`src/rtl/periph_reg_fabric_if.sv`:
```
// periph_reg_fabric_if: master-side register bus between the register port and the fabric.
// Signals: reg_cs/reg_wr/reg_addr/reg_wdata/reg_be (request, held until reg_ack),
//          reg_rdata/reg_ack/reg_err (one-cycle response).
// Modports: master drives the request, slave (the fabric) drives the response.
interface periph_reg_fabric_if #(
    parameter int AW = 9,
    parameter int DW = 32
) ();
    logic            reg_cs;
    logic            reg_wr;
    logic [AW-1:0]   reg_addr;
    logic [DW-1:0]   reg_wdata;
    logic [DW/8-1:0] reg_be;
    logic [DW-1:0]   reg_rdata;
    logic            reg_ack;
    logic            reg_err;

    modport master (
        output reg_cs, reg_wr, reg_addr, reg_wdata, reg_be,
        input  reg_rdata, reg_ack, reg_err
    );

    modport slave (
        input  reg_cs, reg_wr, reg_addr, reg_wdata, reg_be,
        output reg_rdata, reg_ack, reg_err
    );
endinterface

```
`src/rtl/periph_reg_fabric.sv`:
```
// periph_reg_fabric: decodes reg_addr upper bits to one of NUM_SLV peripheral slaves,
// forwards a registered request, returns data/ack, with bus timeout and unmapped-select error.
// Ports: app_clk, sreset (sync, active high); bus (periph_reg_fabric_if.slave, master register port);
//        slv_cs/slv_wr/slv_addr/slv_wdata/slv_be (registered slave request);
//        slv_rdata/slv_ack (slave response); err_cnt/err_addr (error log).
// Option: define PERIPH_FABRIC_ERR_LOG_EN to keep the error counter and last error address;
//         otherwise err_cnt/err_addr are tied to 0.
module periph_reg_fabric #(
    parameter int              NUM_SLV  = 8,
    parameter int              AW       = 9,
    parameter int              SEL_W    = 3,
    parameter int              DW       = 32,
    parameter int              TO_W     = 8,
    parameter int              TIMEOUT  = 200,
    parameter logic [DW-1:0]   ERR_DATA = 32'hDEAD_C0DE
) (
    input  logic                  app_clk,
    input  logic                  sreset,
    periph_reg_fabric_if.slave    bus,
    output logic [NUM_SLV-1:0]    slv_cs,
    output logic                  slv_wr,
    output logic [AW-SEL_W-1:0]   slv_addr,
    output logic [DW-1:0]         slv_wdata,
    output logic [DW/8-1:0]       slv_be,
    input  logic [NUM_SLV*DW-1:0] slv_rdata,
    input  logic [NUM_SLV-1:0]    slv_ack,
    output logic [7:0]            err_cnt,
    output logic [AW-1:0]         err_addr
);
    // the full address is only kept when it is needed for err_addr
`ifdef PERIPH_FABRIC_ERR_LOG_EN
    localparam int CAP_W = AW;
`else
    localparam int CAP_W = AW - SEL_W;
`endif

    typedef enum logic [1:0] {IDLE, BUSY, RESP, GAP} state_t;

    state_t            state_q, state_d;
    logic [NUM_SLV-1:0] cs_q, cs_d;
    logic              wr_q, wr_d;
    logic [CAP_W-1:0]  addr_q, addr_d;
    logic [DW-1:0]     wdata_q, wdata_d;
    logic [DW/8-1:0]   be_q, be_d;
    logic [TO_W-1:0]   cnt_q, cnt_d;
    logic              err_q, err_d;
    logic [DW-1:0]     data_q, data_d;
    logic [DW-1:0]     rdata_q, rdata_d;
    logic              ack_q, ack_d;
    logic              rerr_q, rerr_d;
    logic [SEL_W-1:0]  sel;
    logic              sel_ack;
    logic [DW-1:0]     sel_data;

    assign sel = bus.reg_addr[AW-1 -: SEL_W];
    // cs_q is one-hot while BUSY, so masking with it keeps only the selected slave
    assign sel_ack = |(slv_ack & cs_q);

    always_comb begin
        sel_data = '0;
        for (int i = 0; i < NUM_SLV; i++)
            if (cs_q[i]) sel_data |= slv_rdata[i*DW +: DW];
    end

    always_comb begin
        state_d = state_q;
        cs_d    = cs_q;
        wr_d    = wr_q;
        addr_d  = addr_q;
        wdata_d = wdata_q;
        be_d    = be_q;
        cnt_d   = cnt_q;
        err_d   = err_q;
        data_d  = data_q;
        rdata_d = rdata_q;
        ack_d   = 1'b0;
        rerr_d  = 1'b0;
        case (state_q)
            IDLE: if (bus.reg_cs) begin
                wr_d    = bus.reg_wr;
                addr_d  = bus.reg_addr[CAP_W-1:0];
                wdata_d = bus.reg_wdata;
                be_d    = bus.reg_be;
                cnt_d   = '0;
                err_d   = 32'(sel) >= NUM_SLV;
                cs_d    = err_d ? '0 : NUM_SLV'(1) << sel;
                state_d = err_d ? RESP : BUSY;
            end
            BUSY: if (sel_ack) begin
                data_d  = sel_data;
                cs_d    = '0;
                err_d   = 1'b0;
                state_d = RESP;
            end else if (cnt_q == TO_W'(TIMEOUT - 1)) begin
                cs_d    = '0;
                err_d   = 1'b1;
                state_d = RESP;
            end else begin
                cnt_d = cnt_q + 1'b1;
            end
            RESP: begin
                ack_d   = 1'b1;
                rerr_d  = err_q;
                rdata_d = err_q ? ERR_DATA : data_q;
                state_d = GAP;
            end
            // GAP lets the master drop its held reg_cs before we look again
            default: state_d = IDLE;
        endcase
    end

    always_ff @(posedge app_clk) begin
        if (sreset) begin
            state_q <= IDLE;
            cs_q    <= '0;
            wr_q    <= 1'b0;
            addr_q  <= '0;
            wdata_q <= '0;
            be_q    <= '0;
            cnt_q   <= '0;
            err_q   <= 1'b0;
            data_q  <= '0;
            rdata_q <= '0;
            ack_q   <= 1'b0;
            rerr_q  <= 1'b0;
        end else begin
            state_q <= state_d;
            cs_q    <= cs_d;
            wr_q    <= wr_d;
            addr_q  <= addr_d;
            wdata_q <= wdata_d;
            be_q    <= be_d;
            cnt_q   <= cnt_d;
            err_q   <= err_d;
            data_q  <= data_d;
            rdata_q <= rdata_d;
            ack_q   <= ack_d;
            rerr_q  <= rerr_d;
        end
    end

    assign slv_cs        = cs_q;
    assign slv_wr        = wr_q;
    assign slv_addr      = addr_q[AW-SEL_W-1:0];
    assign slv_wdata     = wdata_q;
    assign slv_be        = be_q;
    assign bus.reg_rdata = rdata_q;
    assign bus.reg_ack   = ack_q;
    assign bus.reg_err   = rerr_q;

`ifdef PERIPH_FABRIC_ERR_LOG_EN
    logic [7:0]    err_cnt_q, err_cnt_d;
    logic [AW-1:0] err_addr_q, err_addr_d;

    always_comb begin
        err_cnt_d  = err_cnt_q;
        err_addr_d = err_addr_q;
        if (state_q == RESP && err_q) begin
            err_cnt_d  = err_cnt_q + {7'd0, err_cnt_q != 8'hFF};
            err_addr_d = addr_q;
        end
    end

    always_ff @(posedge app_clk) begin
        if (sreset) begin
            err_cnt_q  <= '0;
            err_addr_q <= '0;
        end else begin
            err_cnt_q  <= err_cnt_d;
            err_addr_q <= err_addr_d;
        end
    end

    assign err_cnt  = err_cnt_q;
    assign err_addr = err_addr_q;
`else
    assign err_cnt  = '0;
    assign err_addr = '0;
`endif
endmodule
```
`src/flat_wrapper.sv`:
```
// flat-port wrapper written by rule: the top's interface ports become plain ports
module periph_reg_fabric_flat 
#(
    parameter int              NUM_SLV  = 8,
    parameter int              AW       = 9,
    parameter int              SEL_W    = 3,
    parameter int              DW       = 32,
    parameter int              TO_W     = 8,
    parameter int              TIMEOUT  = 200,
    parameter logic [DW-1:0]   ERR_DATA = 32'hDEAD_C0DE
)
  (app_clk, sreset, slv_cs, slv_wr, slv_addr, slv_wdata, slv_be, slv_rdata, slv_ack, err_cnt, err_addr, bus_reg_cs, bus_reg_wr, bus_reg_addr, bus_reg_wdata, bus_reg_be, bus_reg_rdata, bus_reg_ack, bus_reg_err);
  periph_reg_fabric_if #(.AW(AW), .DW(DW)) bus_i ();
  input  logic app_clk;
  input  logic sreset;
  output logic [NUM_SLV-1:0] slv_cs;
  output logic slv_wr;
  output logic [AW-SEL_W-1:0] slv_addr;
  output logic [DW-1:0] slv_wdata;
  output logic [DW/8-1:0] slv_be;
  input  logic [NUM_SLV*DW-1:0] slv_rdata;
  input  logic [NUM_SLV-1:0] slv_ack;
  output logic [7:0] err_cnt;
  output logic [AW-1:0] err_addr;
  input wire logic [$bits(bus_i.reg_cs)-1:0] bus_reg_cs;
  input wire logic [$bits(bus_i.reg_wr)-1:0] bus_reg_wr;
  input wire logic [$bits(bus_i.reg_addr)-1:0] bus_reg_addr;
  input wire logic [$bits(bus_i.reg_wdata)-1:0] bus_reg_wdata;
  input wire logic [$bits(bus_i.reg_be)-1:0] bus_reg_be;
  output wire logic [$bits(bus_i.reg_rdata)-1:0] bus_reg_rdata;
  output wire logic [$bits(bus_i.reg_ack)-1:0] bus_reg_ack;
  output wire logic [$bits(bus_i.reg_err)-1:0] bus_reg_err;
  assign bus_i.reg_cs = bus_reg_cs;
  assign bus_i.reg_wr = bus_reg_wr;
  assign bus_i.reg_addr = bus_reg_addr;
  assign bus_i.reg_wdata = bus_reg_wdata;
  assign bus_i.reg_be = bus_reg_be;
  assign bus_reg_rdata = bus_i.reg_rdata;
  assign bus_reg_ack = bus_i.reg_ack;
  assign bus_reg_err = bus_i.reg_err;
  periph_reg_fabric #(.NUM_SLV(NUM_SLV), .AW(AW), .SEL_W(SEL_W), .DW(DW), .TO_W(TO_W), .TIMEOUT(TIMEOUT), .ERR_DATA(ERR_DATA)) u_core (.app_clk(app_clk), .sreset(sreset), .bus(bus_i), .slv_cs(slv_cs), .slv_wr(slv_wr), .slv_addr(slv_addr), .slv_wdata(slv_wdata), .slv_be(slv_be), .slv_rdata(slv_rdata), .slv_ack(slv_ack), .err_cnt(err_cnt), .err_addr(err_addr));
endmodule
```
`config.mk`:
```
export PLATFORM = sky130hd
export DESIGN_NAME = periph_reg_fabric_flat
export DESIGN_NICKNAME = d
export VERILOG_FILES = /design/src/rtl/periph_reg_fabric_if.sv /design/src/rtl/periph_reg_fabric.sv /design/src/flat_wrapper.sv
export SDC_FILE = /design/constraint.sdc
export NUM_CORES = 1
export LEC_CHECK = 0
export BUFFER_PORTS_ARGS = -buffer_cell sky130_fd_sc_hd__buf_2
export CORE_AREA = 2 2 163 165
export CTS_BUF_LIST = sky130_fd_sc_hd__clkbuf_4 sky130_fd_sc_hd__clkbuf_8
export DETAILED_ROUTE_END_ITERATION = 10
export DIE_AREA = 0 0 165 167
export SYNTH_ARGS = -nofsm -noshare
export SYNTH_HDL_FRONTEND = slang
export SYNTH_SLANG_ARGS = --single-unit
```
`constraint.sdc`:
```
create_clock -name app_clk -period 2.04 [get_ports app_clk]
set_input_delay 0.102 -clock app_clk [delete_from_list [all_inputs] [get_ports app_clk]]
set_output_delay 0.102 -clock app_clk [all_outputs]
set_load 0.05 [all_outputs]
```
==> results.py, run 1 <==
metrics = {
    "synthesis": {
        "yosysSeqAreaShare_pct": 41.1,
        "synth_warnings": 0,
        "yosysTopAreaCellShare_pct": 41.1,
        "synth-edff-count": 0,
        "synth.avg_cell_area_sq_um": 8.48,
        "synthCells": 734,
        "async_flop_share_pct": 0,
        "ys_top_cells_by_area": "dfxtp_1, a221oi_1, a22o_1",
        "synth_top_flop_cell": "dfxtp_1",
        "yosys.area.top_type": "dfxtp_1",
        "ys_ff_latch": 128,
        "synth_most_common_cell": "dfxtp_1",
        "synth_commonest_cells": "dfxtp_1, nand2_1, nor2_1",
        "synth_cell_types": 47,
        "netlist_area_sq_mm": 0.00623,
    },
    "grt": {
        "grt_antenna_before_repair": 9,
        "grt_pass1_vias": 6993,
        "gr-usage-all-layers_pct": 21.0,
        "grt_util_met3_pct": 7.30,
        "grt_pass1_wl_mm": 42.9,
        "grt.busiest_layer": "met2",
        "grtUsageMet1_pct": 28.0,
        "grt_max_degree": 61,
        "grt_util_met2_pct": 32.1,
        "grt-ovfl-total": 0,
    },
    "clocking": {
        "cts_resized": 0,
        "h-tree-depth": 4,
        "cts_tree": "built",
        "cts_root_buffer": "clkbuf_8",
        "hold_buffers": 47,
        "numCtsBuffers": 17,
        "clkTransAtPathRegs_ps": 80,
        "clockBufferDepth": 2,
        "clock-sinks": 128,
        "post_cts_buffers": 0,
        "clock_latency_ps": 450,
    },
    "flow_run": {
        "maxCapViolCount": 0,
    },
    "drt": {
        "viasPerCell": 5.00,
        "drtPass1Iterations": 5,
        "drt_iter0_markers": 607,
        "via_count": 7504,
        "wire_per_inst_um": 20.1,
        "drc": 0,
        "ant_nets": 0,
        "wirelength_mm": 30.2,
    },
    "placement": {
        "port_buffers": 397,
        "dp_hpwl_mm": 23.7,
        "dp_slack_ps": 198,
        "globalplace.congestion": 0.955,
        "dp.cells": 1417,
        "placed_area_sq_mm": 0.00853,
    },
    "floorplan": {
        "die-width_um": 165,
        "start_util_pct": 24.2,
        "fp.dieH_um": 167,
        "rows": 59,
        "die_area_sq_mm": 0.0276,
        "coreArea_sq_mm": 0.0258,
        "pin_count": 415,
    },
    "timing": {
        "fin_worst_skew_ps": 22.6,
        "period_share_pct": 91.3,
        "setup_viol": 0,
        "clock.fmax_ghz": 0.537,
        "fin_setup_tns_ps": 0,
        "worst_pin_slew_ps": 617,
        "fin_crit_ps": 1860,
        "report.final.slew_viol_count": 0,
        "rsz0062_at_grt": "false",
        "hold_viol": 0,
        "setup_ws_ps": 177,
        "worst_hold_slack_ps": 43.8,
        "relSlewSlack_pct": 58.9,
    },
    "power": {
        "seqPwrFrac_pct": 32.0,
        "combPwrFrac_pct": 41.2,
        "peakVddDrop_uv": 421,
        "p_leak_nw": 4.16,
        "p_int_w": 0.00570,
        "powerDensity_mw_per_mm2": 1030,
        "clkPwrFrac_pct": 26.9,
        "p_sw_w": 0.00408,
        "switching_share_pct": 41.7,
    },
    "finish": {
        "final_cells": 1500,
        "fin_area_sq_mm": 0.00948,
        "fin_nets": 1466,
        "fillCellCount": 2704,
        "area_growth_pct": 52.3,
        "drive_above_1_share_pct": 39.8,
    },
    "worst_setup_path": {
        "rr_startpoint": "u_core.state_q[1]",
        "crit_path_start_kind": "flop",
        "path_max_fanout": 10,
        "startpoint": "u_core.state_q[1]",
        "worstPathArrival_ps": 2230,
        "critPathKind": "reg2reg",
        "rr_endpoint": "u_core.cnt_q[7]",
        "worst_ep_required_time_ps": 2410,
        "worstSetupEndpoint": "u_core.cnt_q[7]",
        "crit_path_end_kind": "flop",
        "ff2ff_path_depth": 7,
        "regToRegSetupSlack_ps": 180,
    },
    "worst_hold_path": {
        "hold_path.class": "in2reg",
    },
    "run_status": {
        "run_status": "finished clean",
    },
}
sequential cells by signal, summed over array words and instances, names as in the netlist:
signal,cells
u_core.slv_wr,1
u_core.slv_addr,6
u_core.bus.reg_ack,1
u_core.bus.reg_err,1
u_core.cnt_q,8
u_core.slv_be,4
u_core.err_q,1
u_core.bus.reg_rdata,32
u_core.slv_cs,8
u_core.slv_wdata,32
u_core.data_q,32
u_core.state_q,2
power by group through the flow:
stage | clock [W] | sequential, W | combinational [W]
6_report | 0.00263 | 0.00312 | 0.00402
5_1_grt | 0.00282 | 0.00317 | 0.00431
4_1_cts | 0.00272 | 0.00312 | 0.00402
3_5_place_dp | 0 | 0.00318 | 0.00394
3_3_place_gp | 0 | 0.00317 | 0.00392
2_1_floorplan | 0 | 0.00419 | 0.00165
worst max-delay path, cell delays in order, from the launching register on:
cell     delay [ps]
dfxtp_1         340
inv_1            80
ha_1            280
inv_2           130
o21ai_2         180
o21ai_2         140
or4_1           490
a21oi_1         160
cells in the final DEF, fill, tap and decap left out, drive strengths merged, types with 2 or more instances in the layout:
master       Yosys  layout
mux2i            6       6
a22o            64      64
nor2b            8       8
nand3b           8       8
a211oi           8       8
nand3            3       3
dlygate4sd3      0      47
clkinvlp         0       2
conb             1      17
nand2b          19      19
inv              4       6
clkinv           0       3
a22oi            4       4
o21a             2       2
dfxtp          128     128
bufinv           0       5
o31ai            3       3
a221oi          64      64
and3             2       2
a311oi          32      32
a21oi           66      66
nand2           98      98
ha               5       5
nor3             3       3
o22ai           11      11
nor2            72      72
nand4            7       7
diode            0       4
clkbuf          60      20
o21ai           10      10
buf             28     420
or4              3       3
and2             3       3
cell families (layout without fill, tap and decap cells):
kind of cell	count (synthesis)	after routing	share of synthesized area (%)
AOI/OAI and AO/OA	269	269	32.9
adders and majority gates	5	5	1.00
buffers and inverters	92	503	7.15
DFF	128	128	41.1
muxes	6	6	0.964
other	1	21	0.0602
and+or+nand+nor	233	233	16.8
metrics by stage:
step,utilization (%),total power (W)
floorplan,-,0.00584
global placement,33.1,0.00708
detailed placement,33.1,0.00712
CTS,36.8,0.00986
global route,36.8,0.0103
finish,36.8,0.00977
layer usage:
metal	part of all wire (%)	up-vias
li1	-	3566
met3	9.9	31
met1	44	3527
met2	45	376
met4	1.5	4
met5	0.056	-
final cells by class:
cell class	instances	area [sq um]	area share, %
Tap cell	335	419	4.42
Antenna cell	4	10.0	0.106
Multi-Input combinational cell	530	3280	34.6
Clock inverter	12	205	2.16
Inverter	4	15.0	0.158
Sequential cell	128	2560	27.0
Timing Repair Buffer	467	2720	28.7
Clock buffer	20	269	2.84
worst min-delay path by stage:
stage,to,depth (start not counted),start
finish,u_core.bus.reg_rdata[12],2,sreset
global route,u_core.cnt_q[1],2,sreset
CTS,u_core.cnt_q[1],2,sreset
detailed placement,u_core.slv_addr[3],3,bus_reg_addr[3]
global placement,u_core.slv_wdata[8],3,bus_reg_wdata[8]
floorplan,u_core.slv_addr[0],2,bus_reg_addr[0]
(Power assumes the default switching activity.)
==> inputs of run 2 (changes only) <==
--- a/config.mk
+++ b/config.mk
@@ -10,6 +10,8 @@
 export CTS_BUF_LIST = sky130_fd_sc_hd__clkbuf_4 sky130_fd_sc_hd__clkbuf_8
 export DETAILED_ROUTE_END_ITERATION = 10
 export DIE_AREA = 0 0 165 167
+export GPL_TIMING_DRIVEN = 0
+export HOLD_SLACK_MARGIN = 0.12
 export SYNTH_ARGS = -nofsm -noshare
 export SYNTH_HDL_FRONTEND = slang
 export SYNTH_SLANG_ARGS = --single-unit
==> run 2 against run 1 <==
- the run now ends with setup timing left
- register-to-register slack got worse by 230 ps
- fmax shrank 11%
- worst hold slack gained 110 ps
- total power decreased by 0.67%
- core utilization grew 4.4 points
- setup slack worse by 230 ps
- count of clock-buffer cells in the layout did not move
- sequential power is essentially flat
- clock skew shrank 6.6 ps
- final cell count grew 11%
- via count rose by 13%
- largest power group unchanged
==> results.py, run 2 (synthesized netlist as in run 1, its figures left out) <==
metrics = {
    "run_status": {
        "run_status": "finished with violations",
        "violations": "setup timing",
    },
    "grt": {
        "grtUsageMet1_pct": 33.5,
        "grt_max_degree": 17,
        "grt_pass1_wl_mm": 51.5,
        "grt_util_met3_pct": 6.10,
        "grt_antenna_before_repair": 10,
        "gr-usage-all-layers_pct": 25.7,
        "grt-ovfl-total": 0,
        "grt_util_met2_pct": 40.9,
        "grt_pass1_vias": 8181,
        "grt.busiest_layer": "met2",
    },
    "floorplan": {
        "die-width_um": 165,
        "coreArea_sq_mm": 0.0258,
        "rows": 59,
        "die_area_sq_mm": 0.0276,
        "fp.dieH_um": 167,
        "start_util_pct": 24.2,
        "pin_count": 415,
    },
    "power": {
        "powerDensity_mw_per_mm2": 914,
        "peakVddDrop_uv": 645,
        "p_leak_nw": 4.66,
        "finalPower_w": 0.00971,
    },
    "worst_setup_path": {
        "ff2ff_path_depth": 4,
        "regToRegSetupSlack_ps": -50,
        "rr_endpoint": "u_core.data_q[23]",
        "slowest_delay_ps": 780,
        "path_max_fanout": 10,
        "critPathKind": "reg2reg",
        "rr_startpoint": "u_core.slv_cs[6]",
        "crit_chain": "buf_2, clkbuf_1, a221oi_1, a311oi_1",
        "crit_path_end_kind": "flop",
        "crit_slowest_cell": "clkbuf_1",
        "worst_ep_required_time_ps": 2370,
        "crit_path_start_kind": "flop",
        "worstPathArrival_ps": 2430,
    },
    "clocking": {
        "clock-sinks": 128,
        "clock_latency_ps": 430,
        "post_cts_buffers": 0,
        "clockBufferDepth": 2,
        "h-tree-depth": 4,
        "numCtsBuffers": 17,
        "cts_tree": "built",
        "clkTransAtPathRegs_ps": 80,
        "cts_root_buffer": "clkbuf_8",
    },
    "drt": {
        "wire_per_inst_um": 22.1,
        "wirelength_mm": 36.7,
        "drtPass1Iterations": 5,
        "ant_nets": 0,
        "drc": 0,
        "viasPerCell": 5.08,
        "via_count": 8456,
        "drt_iter0_markers": 621,
    },
    "timing": {
        "setup_ws_ps": -52.7,
        "relSlewSlack_pct": 32.4,
        "fin_crit_ps": 2090,
        "setup_viol": 3,
        "report.final.slew_viol_count": 0,
        "fin_worst_skew_ps": 16.0,
        "worst_pin_slew_ps": 1010,
        "period_share_pct": 103,
        "clock.fmax_ghz": 0.478,
        "hold_viol": 0,
        "fin_setup_tns_ps": -85.3,
    },
    "worst_hold_path": {
        "hold_path.class": "in2reg",
        "holdPathStages": 3,
        "worstHoldStart": "slv_rdata[128]",
        "holdPathEnd": "u_core.data_q[0]",
    },
    "finish": {
        "fin_nets": 1627,
        "final_cell_mix": "buf_2, dlygate4sd3_1, dfxtp_1",
        "fin_util_pct": 41.2,
        "layout_commonest_cell": "buf_2",
        "area_growth_pct": 70.6,
        "drive_above_1_share_pct": 36.6,
    },
    "placement": {
        "port_buffers": 396,
        "dp_hpwl_mm": 29.2,
        "globalplace.congestion": 0.952,
    },
    "flow_run": {
        "maxCapViolCount": 0,
    },
}
==> run 2: changes by cell type in the layout (fill, tap and decap cells not counted), sizes merged <==
cell	before	now
dlygate4sd3	47	145
buf	420	424
bufinv	5	2
clkbuf	20	79
clkinv	3	5
diode	4	7
==> run 2: repair_timing <==
action,in CTS,in global routing
resized for setup,5,36
hold endpoints to repair,81,1
setup endpoints to repair,28,53
hold buffers,144,1
==> run 2: per-stage QoR <==
| stage | cell area, sq um | hold WS (ps) | std cells | setup slack [ps] |
|---|---|---|---|---|
| global route | 10600 | 119 | 1659 | -35.3 |
| detailed placement | 8690 | 349 | 1481 | -236 |
| global placement | 8690 | 346 | 1481 | -183 |
| CTS | 10500 | 121 | 1655 | -15.3 |
| finish | 10600 | 154 | 1663 | -52.7 |
| floorplan | 6290 | 238 | 750 | 125 |
==> run 2: routing by layer <==
layer,wire length (um),part of all wire (%),vias to the layer above
met3,3120,8.5,98
met5,22,0.060,-
met4,1450,3.9,4
met2,16600,45,508
met1,15600,42,3957
li1,-,-,3889
==> run 2: layout make-up <==
| type | instances | area, sq um |
|---|---|---|
| multi-input cells | 530 | 3340 |
| repair buffers | 541 | 3430 |
| plain buffers | 87 | 444 |
| clock inverters | 11 | 133 |
| well taps | 335 | 419 |
| flip-flops and latches | 128 | 2560 |
| fillers | 2635 | 15100 |
| inverters | 4 | 15.0 |
| clock buffers | 20 | 263 |
| diodes | 7 | 17.5 |
==> run 2: worst max-delay path by stage <==
stage / startpoint / slack, ps / cells after the start / to
3_5_place_dp: u_core.state_q[0] / -240 / 8 / u_core.cnt_q[3]
6_report: u_core.slv_cs[6] / -50 / 4 / u_core.data_q[23]
5_1_grt: u_core.slv_cs[7] / -40 / 7 / u_core.cnt_q[6]
2_1_floorplan: u_core.slv_cs[1] / 130 / 7 / u_core.cnt_q[4]
3_3_place_gp: u_core.state_q[0] / -180 / 8 / u_core.cnt_q[3]
4_1_cts: u_core.state_q[1] / -20 / 6 / u_core.slv_cs[4]
==> run 2: power breakdown <==
group | internal, W | switching (W)
combinational | 0.00140 | 0.00296
clock | 0.00115 | 0.00105
sequential | 0.00290 | 0.000243
total | 0.00545 | 0.00425
==> run 2: critical path: cells and delay by family (launching register included) <==
| family | cells | cell delay [ps] |
|---|---|---|
| AO/OA/AOI/OAI | 2 | 660 |
| flip-flops | 1 | 350 |
| buffers and inverters | 2 | 990 |
==> inputs of run 3 (changes only) <==
--- a/config.mk
+++ b/config.mk
@@ -7,7 +7,7 @@
 export LEC_CHECK = 0
 export BUFFER_PORTS_ARGS = -buffer_cell sky130_fd_sc_hd__buf_2
 export CORE_AREA = 2 2 163 165
-export CTS_BUF_LIST = sky130_fd_sc_hd__clkbuf_4 sky130_fd_sc_hd__clkbuf_8
+export CTS_BUF_LIST = sky130_fd_sc_hd__clkbuf_8
 export DETAILED_ROUTE_END_ITERATION = 10
 export DIE_AREA = 0 0 165 167
 export GPL_TIMING_DRIVEN = 0
==> run 3 against run 2 <==
- the run still ends with setup timing left
- combinational power barely moved
- first-iteration DRC count rose by 4.2%
- largest power group unchanged
- core utilization barely moved
- flip-flop and latch count did not move
- sequential power barely moved
- worst hold slack improved by 2.8 ps
- fmax rose by 0.49%
==> results.py, run 3 (synthesized netlist as in run 1, its figures left out) <==
metrics = {
    "power": {
        "peakVddDrop_uv": 645,
        "seqPwrFrac_pct": 32.5,
        "p_leak_nw": 4.67,
        "clkPwrFrac_pct": 22.4,
        "p_sw_w": 0.00427,
        "combPwrFrac_pct": 45.1,
        "switching_share_pct": 44.0,
        "powerDensity_mw_per_mm2": 911,
        "finalPower_w": 0.00968,
        "p_int_w": 0.00542,
    },
    "worst_setup_path": {
        "crit_path_end_kind": "flop",
        "critPathKind": "reg2reg",
        "path_max_fanout": 10,
        "worstPathArrival_ps": 2420,
        "worst_ep_required_time_ps": 2380,
        "crit_path_start_kind": "flop",
    },
    "finish": {
        "drive_above_1_share_pct": 36.5,
        "layout_commonest_cell": "buf_2",
        "fin_nets": 1628,
        "area_growth_pct": 70.8,
        "final_cell_mix": "buf_2, dlygate4sd3_1, dfxtp_1",
        "fin_area_sq_mm": 0.0106,
    },
    "timing": {
        "setup_viol": 3,
        "fin_crit_ps": 2080,
        "relSlewSlack_pct": 32.7,
        "fin_setup_tns_ps": -77.8,
        "clock.fmax_ghz": 0.480,
        "period_share_pct": 102,
        "fin_worst_skew_ps": 16.1,
        "hold_viol": 0,
        "worst_pin_slew_ps": 1010,
        "setup_ws_ps": -42.6,
        "report.final.slew_viol_count": 0,
        "rsz0062_at_grt": "true",
        "worst_hold_slack_ps": 157,
    },
    "clocking": {
        "cts_root_buffer": "clkbuf_8",
        "clockBufferDepth": 2,
        "numCtsBuffers": 17,
        "h-tree-depth": 4,
        "clock_latency_ps": 430,
        "post_cts_buffers": 0,
        "clock-sinks": 128,
        "cts_tree": "built",
        "clkTransAtPathRegs_ps": 80,
    },
    "floorplan": {
        "die_area_sq_mm": 0.0276,
        "fp.dieH_um": 167,
        "pin_count": 415,
        "die-width_um": 165,
        "rows": 59,
        "coreArea_sq_mm": 0.0258,
        "start_util_pct": 24.2,
    },
    "grt": {
        "grt-ovfl-total": 0,
        "grt_antenna_before_repair": 11,
        "grt_pass1_wl_mm": 51.5,
        "grt_pass1_vias": 8191,
        "gr-usage-all-layers_pct": 25.8,
        "grt_max_degree": 17,
    },
    "placement": {
        "port_buffers": 396,
        "dp_hpwl_mm": 29.2,
        "placed_area_sq_mm": 0.00869,
        "globalplace.congestion": 0.952,
    },
    "drt": {
        "wire_per_inst_um": 22.1,
        "drtPass1Iterations": 5,
        "wirelength_mm": 36.9,
        "viasPerCell": 5.08,
        "via_count": 8454,
        "drc": 0,
        "drt_iter0_markers": 647,
        "ant_nets": 0,
    },
    "run_status": {
        "violations": "setup timing",
        "run_status": "finished with violations",
    },
    "worst_hold_path": {
        "hold_path.class": "in2reg",
    },
    "flow_run": {
        "maxCapViolCount": 0,
    },
}
run 3: changes by cell type in the layout (fill, tap and decap cells not counted), sizes merged:
| cell | previous run | this run |
|---|---|---|
| clkbuf | 79 | 77 |
| dlygate4sd3 | 145 | 146 |
| diode | 7 | 8 |
| inv | 6 | 8 |
run 3: area by class of cell:
type                       instances  area [sq um]
antenna                            8          20.0
buffer                            87           444
clock buffer                      18           248
clock inverter                    13           140
fill                            2629         15100
inverter                           4          15.0
multi-input combinational        530          3340
sequential                       128          2560
tap                              335           419
timing repair buffer             542          3440
run 3: path summary, 6_finish.rpt:
| kind | from | endpoint | slack (ps) | cells after the start |
|---|---|---|---|---|
| max reg2reg | u_core.slv_cs[6] | u_core.data_q[23] | -40 | 4 |
| min reg2reg | u_core.slv_addr[4] | u_core.slv_addr[4] | 450 | 2 |
| max | u_core.slv_cs[6] | u_core.data_q[23] | -40 | 4 |
| min | slv_rdata[128] | u_core.data_q[0] | 160 | 3 |
run 3: metrics by stage:
step | instances | utilization [%] | setup slack, ps
2_1_floorplan | 750 | - | 125
3_3_place_gp | 1481 | 33.7 | -183
3_5_place_dp | 1481 | 33.7 | -236
4_1_cts | 1656 | 40.9 | -15.3
5_1_grt | 1661 | 41.2 | -42.8
6_report | 1665 | 41.3 | -42.6
run 3: repair_timing:
| item | CTS | global route |
|---|---|---|
| gates resized for setup | 5 | 36 |
| hold buffers | 145 | 1 |
| setup endpoints to repair | 28 | 53 |
| hold endpoints to repair | 81 | 1 |
run 3: power groups by stage:
stage	registers (W)	clock network, W	logic (W)
6_report	0.00314	0.00217	0.00437
2_1_floorplan	0.00419	0	0.00165
5_1_grt	0.00319	0.00235	0.00467
3_3_place_gp	0.00318	0	0.00397
4_1_cts	0.00314	0.00224	0.00427
3_5_place_dp	0.00319	0	0.00401
run 3: per-layer routing:
metal,vias up,global-route usage (%),part of all wire [%]
met4,0,10.0,4.0
met5,-,0,0
met1,3960,33.5,43
met3,94,6.03,8.4
met2,513,41.0,45
li1,3887,-,-
run 3: critical path, cell delays in order, from the launching register on:
cell      delay, ps
dfxtp_1         350
buf_2           210
clkbuf_1        770
a221oi_1        320
a311oi_1        330
